--- config.mk ---
export PLATFORM = sky130hd
export DESIGN_NAME = hazard_stall_controller
export DESIGN_NICKNAME = d
export VERILOG_FILES = /design/src/rtl/hazard_stall_controller.sv
export SDC_FILE = /design/constraint.sdc
export NUM_CORES = 1
export LEC_CHECK = 0
export BUFFER_PORTS_ARGS = -buffer_cell sky130_fd_sc_hd__buf_4
export CORE_MARGIN = 10
export CORE_UTILIZATION = 37
export CTS_BUF_LIST = sky130_fd_sc_hd__clkbuf_8
export DETAILED_ROUTE_END_ITERATION = 12
export PLACE_DENSITY_LB_ADDON = 0.08
export SLEW_MARGIN = 20
export SYNTH_ARGS = -nofsm -noshare
export SYNTH_HDL_FRONTEND = slang
export SYNTH_SLANG_ARGS = --single-unit
--- constraint.sdc ---
create_clock -name clk -period 2.7 [get_ports clk]
set_clock_uncertainty 0.05 [all_clocks]
set_input_delay 0.54 -clock clk [delete_from_list [all_inputs] [get_ports clk]]
set_output_delay 0.54 -clock clk [all_outputs]
set_load 0.01 [all_outputs]
--- src/rtl/hazard_stall_controller.sv ---
// Load-use hazard and branch/jump flush controller for the ID/EX pipeline register.
// State and performance counters update on the falling clock edge, like the pipeline registers.
module hazard_stall_controller #(
  parameter int NBits             = 32,
  parameter int LOAD_STALL_CYCLES = 1,
  parameter int CNT_BITS          = 16
) (
  input  logic                clk,
  input  logic                reset,
  input  logic [NBits-1:0]    in_Instruction,
  input  logic                in_UsesRs,
  input  logic                in_UsesRt,
  input  logic                in_ExCtrlMemRead,
  input  logic                in_ExCtrlRegWrite,
  input  logic [4:0]          in_ExWriteRegister,
  input  logic                in_ExBranchTaken,
  input  logic                in_ExCtrlJump,
  output logic                out_PCWrite,
  output logic                out_IFIDWrite,
  output logic                out_IFIDFlush,
  output logic                out_IDEXBubble,
  output logic [1:0]          out_State,
  output logic [CNT_BITS-1:0] out_StallCount,
  output logic [CNT_BITS-1:0] out_FlushCount
);

  typedef enum logic [1:0] {
    RUN   = 2'd0,
    STALL = 2'd1
  } stateT;

  localparam logic [3:0] StallReload = 4'(LOAD_STALL_CYCLES - 1);
  localparam bit         MultiCycle  = (LOAD_STALL_CYCLES > 1);

  stateT               state, nextState;
  logic [3:0]          stallCnt, nextStallCnt;
  logic [CNT_BITS-1:0] stallCount, flushCount;
  logic                hazard, flush;
  logic                pcWrite, ifidWrite, ifidFlush, idexBubble;
  logic [4:0]          rs, rt;
  logic                unusedInstrBits;

  assign rs = in_Instruction[25:21];
  assign rt = in_Instruction[20:16];
  assign unusedInstrBits = ^{in_Instruction[NBits-1:26], in_Instruction[15:0]};

  // Register 0 is hardwired, so a load targeting it can never create a dependency.
  assign hazard = in_ExCtrlMemRead & in_ExCtrlRegWrite & (in_ExWriteRegister != 5'd0) &
                  ((in_UsesRs & (rs == in_ExWriteRegister)) |
                   (in_UsesRt & (rt == in_ExWriteRegister)));
  assign flush  = in_ExBranchTaken | in_ExCtrlJump;

  always_comb begin
    nextState    = state;
    nextStallCnt = stallCnt;
    pcWrite      = 1'b1;
    ifidWrite    = 1'b1;
    ifidFlush    = 1'b0;
    idexBubble   = 1'b0;
    unique case (state)
      RUN: begin
        if (flush) begin
          ifidFlush  = 1'b1;
          idexBubble = 1'b1;
        end else if (hazard) begin
          pcWrite    = 1'b0;
          ifidWrite  = 1'b0;
          idexBubble = 1'b1;
          if (MultiCycle) begin
            nextState    = STALL;
            nextStallCnt = StallReload;
          end
        end
      end
      STALL: begin
        // EX holds a bubble here, so its inputs are deliberately ignored.
        pcWrite      = 1'b0;
        ifidWrite    = 1'b0;
        idexBubble   = 1'b1;
        nextStallCnt = stallCnt - 4'd1;
        if (stallCnt == 4'd1) begin
          nextState = RUN;
        end
      end
      default: begin
        nextState    = RUN;
        nextStallCnt = 4'd0;
      end
    endcase
  end

  always_ff @(negedge clk or negedge reset) begin
    if (!reset) begin
      state      <= RUN;
      stallCnt   <= 4'd0;
      stallCount <= '0;
      flushCount <= '0;
    end else begin
      state    <= nextState;
      stallCnt <= nextStallCnt;
      if (!pcWrite && (stallCount != '1)) begin
        stallCount <= stallCount + 1'b1;
      end
      if (ifidFlush && (flushCount != '1)) begin
        flushCount <= flushCount + 1'b1;
      end
    end
  end

  // While reset is held the pipeline is frozen and ID/EX is forced to a bubble.
  assign out_PCWrite    = reset & pcWrite;
  assign out_IFIDWrite  = reset & ifidWrite;
  assign out_IFIDFlush  = reset & ifidFlush;
  assign out_IDEXBubble = ~reset | idexBubble;
  assign out_State      = state;
  assign out_StallCount = stallCount;
  assign out_FlushCount = flushCount;

endmodule

* After elaboration in Yosys (flattened, before gate mapping)
Index checks and enable logic that the tools add are counted.
** Storage, ports and cells
- Register bits after elaboration :: 38
- Bits of input ports :: 45
- Output and inout bits :: 38
- Word-level logic and storage cells :: 43
** Operators by class
- Add/sub/neg operators :: 3
- Equal/unequal tests :: 7
- Multiplexer cells :: 11
- Bitwise operators :: 12
- Reductions and logical operators :: 6
** Operators by type and width (number)
- $add A16 B1 Y16 const B :: 2
- $ne A16 B16 Y1 const B :: 2
- $eq A5 B5 Y1 :: 2
- $pmux W4 S2 :: 1
- $and A1 B1 Y1 :: 7
- $mux W1 :: 6
- $reduce_bool A5 Y1 :: 1
- $eq A4 B1 Y1 const B :: 1
- $pmux W1 S2 :: 2
- $pmux W2 S2 :: 1
- $sub A4 B1 Y4 const B :: 1
- $or A1 B1 Y1 :: 3
- $eq A2 B1 Y1 const B :: 1
- $logic_and A1 B1 Y1 :: 2
- $logic_not A2 Y1 :: 1
- $mux W2 :: 1
- $ne A2 B2 Y1 const B :: 1
- $not A1 Y1 :: 2
- $reduce_and A2 Y1 :: 1
- $logic_not A1 Y1 :: 1

* Depth between registers and ports, before layout
Gate-level depths: netlist (run 1).
- Depth after elaboration :: 9
- Gate-level depth with buffers :: 6
- Gate-level depth less buffers :: 6

==> out/results.txt, run 1 <==
outcome = complete, but fails checks
failing checks = negative setup slack
largest stage delay on the critical path = 0.53 ns
final-report setup violation count = 48
unrepaired setup endpoints after global routing = yes
synth-to-layout area growth = 71.7%
ys flop type = dfrtn_1
first-pass GRT wire length = 8560 µm
Die ar. = 7940 µm²
share of layout cells above drive strength 1 = 49.7%
core area = 4660 µm²
Met2 Wirelength = 3080 µm
pre-CTS setup slack = -0.780 ns
initial detailed-routing violation count = 76
met3 routed WL = 263 µm
Setup crit start kind = input port
Register-to-Register Setup Slack = 0.56 ns
CTS tree = yes
Antenna Nets Post-Route = 0
worst skew pair latency = 0.29 ns
CTS buffer count = 5
RePlAce Congestion = 0.870
max_cap viols = 0
final hold slack = 0.488 ns
setup ws final = -0.431 ns
critical path class = in -> reg
clk root buf = clkbuf_8
DR WL/cell = 15.8 µm
number of global-route vias before repair = 1811
Inst Count DP = 313
Sink Count = 32
Critical Path RT = 1.44 ns
final layout net count = 342
worst min path class = reg -> reg
vias per inst = 5.01
DRC errors left = 0
Netlist cell types = 33
largest net degree at the start of global routing = 36
final hold viol count = 0
PwrDens = 528 nW/µm²
slowest cell on the critical path = or4_4
Top Metal Used = met4
cts hold-fix bufs = 0
register area share after synthesis = 45.3%
largest area contributor in the synthesized netlist = dfrtn_1
Synth area leaders = dfrtn_1 (45%), xnor2_1 (17%), nand4_1 (6.7%)
Slew @ Worst Pin = 0.538 ns
Final HPWL DP = 4070 µm
FF-to-FF path depth = 7
Die Y = 89.1 µm
Non-Filler Instances = 350
register bit total from synthesis = 32
syn_area_per_cell = 10.4 µm²
H-tree depth = 2
max-slew violations = 0
Metal-1 WL = 2080 µm
ys async rst share = 100%
remaining global-route overflow = 0
boundary pin count = 83
leakage power = 1.46 nW
Post-Syn Area = 1770 µm²
clk buf depth = 2
DR vias = 1752
worst path cell trace = buf_6, or4_4, o211ai_4, nor2_2, nand3_2, mux2_4
CP Max Fanout = 3
Slew HR = 63.8%
iteration count of the initial detailed-routing pass = 4
clock transition at the registers of the reported paths = 0.05 ns
number of flops mapped to enable cells by yosys = 0
Mapped Cells = 170
FP Rows = 25
WP data arrival = 1.88 ns
buffers added on ports = 58
Max rail drop VDD = 0.280 mV
antenna violations before repair = 0
post-synth top area share = 45.3%
die width = 89.1 µm
total track usage = 13.9%
crit end category = flip-flop
FILL cells = 386
Yosys warning total = 0
Initial Util = 37.9%
WHS Path Cells = 2
diode count = 0
routed wire length = 5520 µm
## worst max-delay path, delay by kind of cell
family                 cells  cell delay, ns
multiplexers               1            0.29
AND/OR/NAND/NOR            3            0.73
buffers and inverters      1            0.09
AO/OA/AOI/OAI              1            0.22
## cells in the mapped netlist, types with 3 or more instances
master / number
and3_1: 7
and4_1: 4
buf_4: 3
dfrtn_1: 32
inv_1: 3
nand2_1: 8
nand3_1: 17
nand4_1: 19
nor2_1: 9
nor3_1: 5
xnor2_1: 34
xor2_1: 5
## worst paths after layout
path / from / endpoint
setup reg to reg: out_StallCount[0] / out_StallCount[1]
hold / removal: out_FlushCount[7] / out_FlushCount[7]
hold reg to reg: out_FlushCount[7] / out_FlushCount[7]
min in group asynchronous: reset / out_FlushCount[7]
setup / recovery: in_ExWriteRegister[2] / out_StallCount[1]
max in group asynchronous: reset / out_StallCount[4]
## registers in the layout, indices dropped and copies added (netlist names)
register	cells
out_FlushCount	16
out_StallCount	16
## layout by cell type, fill, tap and decap left out, types with 3 or more instances in the layout
cell type and instances:
xnor2_1 33, inv_1 3, and3_1 7, and4_1 4
buf_6 28, nand4_1 19, clkbuf_8 5, dfrtn_1 32
nor2_1 8, xor2_1 5, buf_4 92, nand2_1 8
mux2_4 3, nor3_1 4, nand3_1 15
## what timing repair did
action / 4_1_cts / 5_1_grt
resized for setup: 19 / 21
gates cloned: 0 / 1
setup endpoints to repair: 49 / 55
buffers inserted: 20 / 9
pin swaps: 7 / 6
## logic make-up after synthesis
group,count (synthesis),synth area share [%]
and+or+nand+nor,79,25.2
xor gates and xnor gates,39,19.3
DFF,32,45.3
buffers and inverters,8,2.41
AOI/OAI and AO/OA,6,3.97
muxes,3,2.12
adders and majority gates,2,1.42
other,1,0.212
## where the power goes
group | total, mW | internal, mW | switching [mW]
clock | 0.462 | 0.273 | 0.189
sequential | 0.581 | 0.542 | 0.0398
combinational | 0.557 | 0.330 | 0.227
total | 1.60 | 1.14 | 0.456
## per-layer routing
metal | global-route usage (%) | up-vias
li1 | - | 856
met1 | 13.8 | 837
met2 | 26.4 | 45
met3 | 4.38 | 14
met4 | 4.91 | 0
met5 | 0 | -
## final cells by class
type	count	area, µm²	share of cell area, %
Tap cell	54	67.6	2.23
Sequential cell	32	801	26.4
Timing Repair Buffer	122	1030	34.0
Clock buffer	5	68.8	2.27
Inverter	3	11.3	0.371
Multi-Input combinational cell	131	1010	33.3
Clock inverter	3	42.5	1.40
## metrics by stage
step | TNS (ns) | instance area, µm² | util [%] | total power [mW]
after floorplan | -8.53 | 1790 | - | 0.772
after global placement | -14.04 | 2530 | 54.3 | 0.984
after detailed placement | -14.68 | 2530 | 54.3 | 0.995
after CTS | -9.04 | 2860 | 61.4 | 1.55
after global routing | -10.90 | 3030 | 65.1 | 1.68
final | -8.45 | 3030 | 65.1 | 1.60
Note: power is estimated with default switching activity, not from simulation.
==> run 2, diff against run 1 <==
--- a/config.mk
+++ b/config.mk
@@ -12,3 +12,3 @@
 export DETAILED_ROUTE_END_ITERATION = 12
-export PLACE_DENSITY_LB_ADDON = 0.08
+export PLACE_DENSITY = 0.77
 export SLEW_MARGIN = 20
--- a/constraint.sdc
+++ b/constraint.sdc
@@ -4,2 +4,2 @@
 set_output_delay 0.54 -clock clk [all_outputs]
-set_load 0.01 [all_outputs]
+set_load 0.1 [all_outputs]
==> run 2 against run 1 <==
The flow still finishes with violations (negative setup slack). Setup slack worse by 0.050 ns. Largest cell class unchanged. Critical path depth stayed put. Design area is 14% higher. Combinational power increased by 99%.
==> out/results.txt, run 2 (synthesized netlist as in run 1, its figures left out) <==
outcome = complete, but fails checks
failing checks = negative setup slack
Final HPWL DP = 3850 µm (-5.3%)
combinational power share = 51.3% (+17 points)
worst skew pair latency = 0.29 ns (about the same)
CP Max Fanout = 4 (+1)
Setup crit start kind = input port
diode count = 0 (unchanged)
Final Util = 74.5% (+9.4 points)
reg-to-reg startpoint = out_StallCount[1]
cts hold-fix bufs = 0 (unchanged)
remaining global-route overflow = 0 (unchanged)
leakage power = 1.62 nW (+12%)
Flop pwr share = 27.7% (-8.6 points)
boundary pin count = 83 (unchanged)
iteration count of the initial detailed-routing pass = 4 (unchanged)
DRC errors left = 0 (unchanged)
WP data arrival = 1.92 ns (+0.04 ns)
share of layout cells above drive strength 1 = 53.1% (+3.5 points)
die width = 89.1 µm (unchanged)
DR vias = 1846 (+5.4%)
final hold slack = 0.534 ns (+0.0452 ns)
vias per inst = 5.17 (+3.3%)
hold wc startpoint = out_FlushCount[5]
number of global-route vias before repair = 1878 (+3.7%)
largest net degree at the start of global routing = 36 (unchanged)
commonest non-fill, non-tap cell in the layout = buf_4
Placed Instance Area = 2670 µm² (+5.6%)
final layout net count = 349 (+2.0%)
crit end category = flip-flop
clock transition at the registers of the reported paths = 0.05 ns (about the same)
Slew HR = 57.0% (-6.7 points)
Die ar. = 7940 µm² (unchanged)
clk root buf = clkbuf_8
met3 routed WL = 248 µm (-5.7%)
Net Sw Frac = 40.8% (+12 points)
worst min path class = reg -> reg
pre-CTS setup slack = -0.807 ns (-0.0265 ns)
Psw = 0.884 mW (+94%)
Clock power frac = 21.0% (-7.9 points)
Max rail drop VDD = 0.494 mV (+77%)
routed wire length = 6100 µm (+10%)
CTS buffer count = 5 (unchanged)
Initial Util = 37.9% (unchanged)
final-report setup violation count = 48 (unchanged)
Antenna Nets Post-Route = 0 (unchanged)
CTS tree = yes
PwrDens = 624 nW/µm² (+18%)
P_int = 1.28 mW (+12%)
buffers added on ports = 58 (unchanged)
H-tree depth = 2 (unchanged)
setup ws final = -0.480 ns (-0.0495 ns)
cell area after layout = 3470 µm² (+14%)
clk buf depth = 2 (unchanged)
total negative slack = -12.66 ns (-4.21 ns)
RePlAce Congestion = 0.839 (-3.6%)
Met2 Wirelength = 3280 µm (+6.4%)
synth-to-layout area growth = 96.5%
Critical Path RT = 1.44 ns (about the same)
Sink Count = 32 (unchanged)
DR WL/cell = 17.1 µm (+8.3%)
critical path class = in -> reg
Die Y = 89.1 µm (unchanged)
core area = 4660 µm² (unchanged)
first-pass GRT wire length = 9600 µm (+12%)
FP Rows = 25 (unchanged)
crit path launch = in_ExWriteRegister[4]
Slew @ Worst Pin = 0.639 ns (+0.100 ns)
antenna violations before repair = 0 (unchanged)
total track usage = 15.5% (+1.6 points)
max-slew violations = 0 (unchanged)
unrepaired setup endpoints after global routing = yes
final hold viol count = 0 (unchanged)
Metal-1 WL = 2330 µm (+12%)
Top Metal Used = met4
most frequent cells in the layout = buf_4 (86), buf_12 (35), dfrtn_1 (32), xnor2_1 (29), nand4_1 (19)
initial detailed-routing violation count = 163 (+110%)
max_cap viols = 0 (unchanged)
## run 2: changes by cell type in the layout (fill, tap and decap cells not counted), moves of 2 or more
| cell | before | now |
|---|---|---|
| nand3_2 | 2 | 5 |
| buf_4 | 92 | 86 |
| buf_12 | 1 | 35 |
| nand3_1 | 15 | 13 |
| buf_6 | 28 | 8 |
| xnor2_2 | 1 | 5 |
| xnor2_1 | 33 | 29 |
## run 2: per-layer routing
metal  up-vias  GRT usage (%)
met4         0           6.07
met5         -              0
met1       899           18.1
li1        872              -
met3        24           3.65
met2        51           26.7
## run 2: power groups by stage
stage / Clock [mW] / Combinational (mW) / Sequential, mW
finish: 0.455 / 1.11 / 0.600
global route: 0.490 / 1.16 / 0.606
CTS: 0.469 / 1.06 / 0.599
detailed placement: 0 / 0.881 / 0.578
global placement: 0 / 0.871 / 0.576
floorplan: 0 / 0.188 / 0.993
## run 2: layout make-up
| type | instances | area, µm² |
|---|---|---|
| Clock buffer | 5 | 68.8 |
| Inverter | 3 | 11.3 |
| Clock inverter | 3 | 38.8 |
| Fill cell | 278 | 1190 |
| Tap cell | 54 | 67.6 |
| Multi-Input combinational cell | 131 | 1050 |
| Timing Repair Buffer | 129 | 1440 |
| Sequential cell | 32 | 801 |
## run 2: path summary, 6_finish.rpt
kind | end | slack (ns) | cells after the start
hold / removal | out_FlushCount[5] | 0.53 | 2
setup / recovery | out_StallCount[1] | -0.48 | 6
min in group asynchronous | out_FlushCount[1] | 1.38 | 1
hold reg to reg | out_FlushCount[5] | 0.53 | 2
setup reg to reg | out_StallCount[1] | 0.32 | 8
max in group asynchronous | out_StallCount[9] | 0.87 | 1
## run 2: critical path, stage by stage
cell,delay [ns]
buf_6,0.09
or4_4,0.54
o211ai_4,0.24
nor2_2,0.08
nand3_2,0.12
mux2_4,0.31
## run 2: through the flow
step	power [mW]	instances
2_1_floorplan	1.18	171
3_3_place_gp	1.45	327
3_5_place_dp	1.46	327
4_1_cts	2.13	344
5_1_grt	2.26	357
6_report	2.17	357
## run 2: repair_timing
action                                  4_1_cts  5_1_grt
gates resized for setup                     116        5
pin swaps                                     9        8
buffers inserted                              9       13
endpoints found under the setup margin       50       52
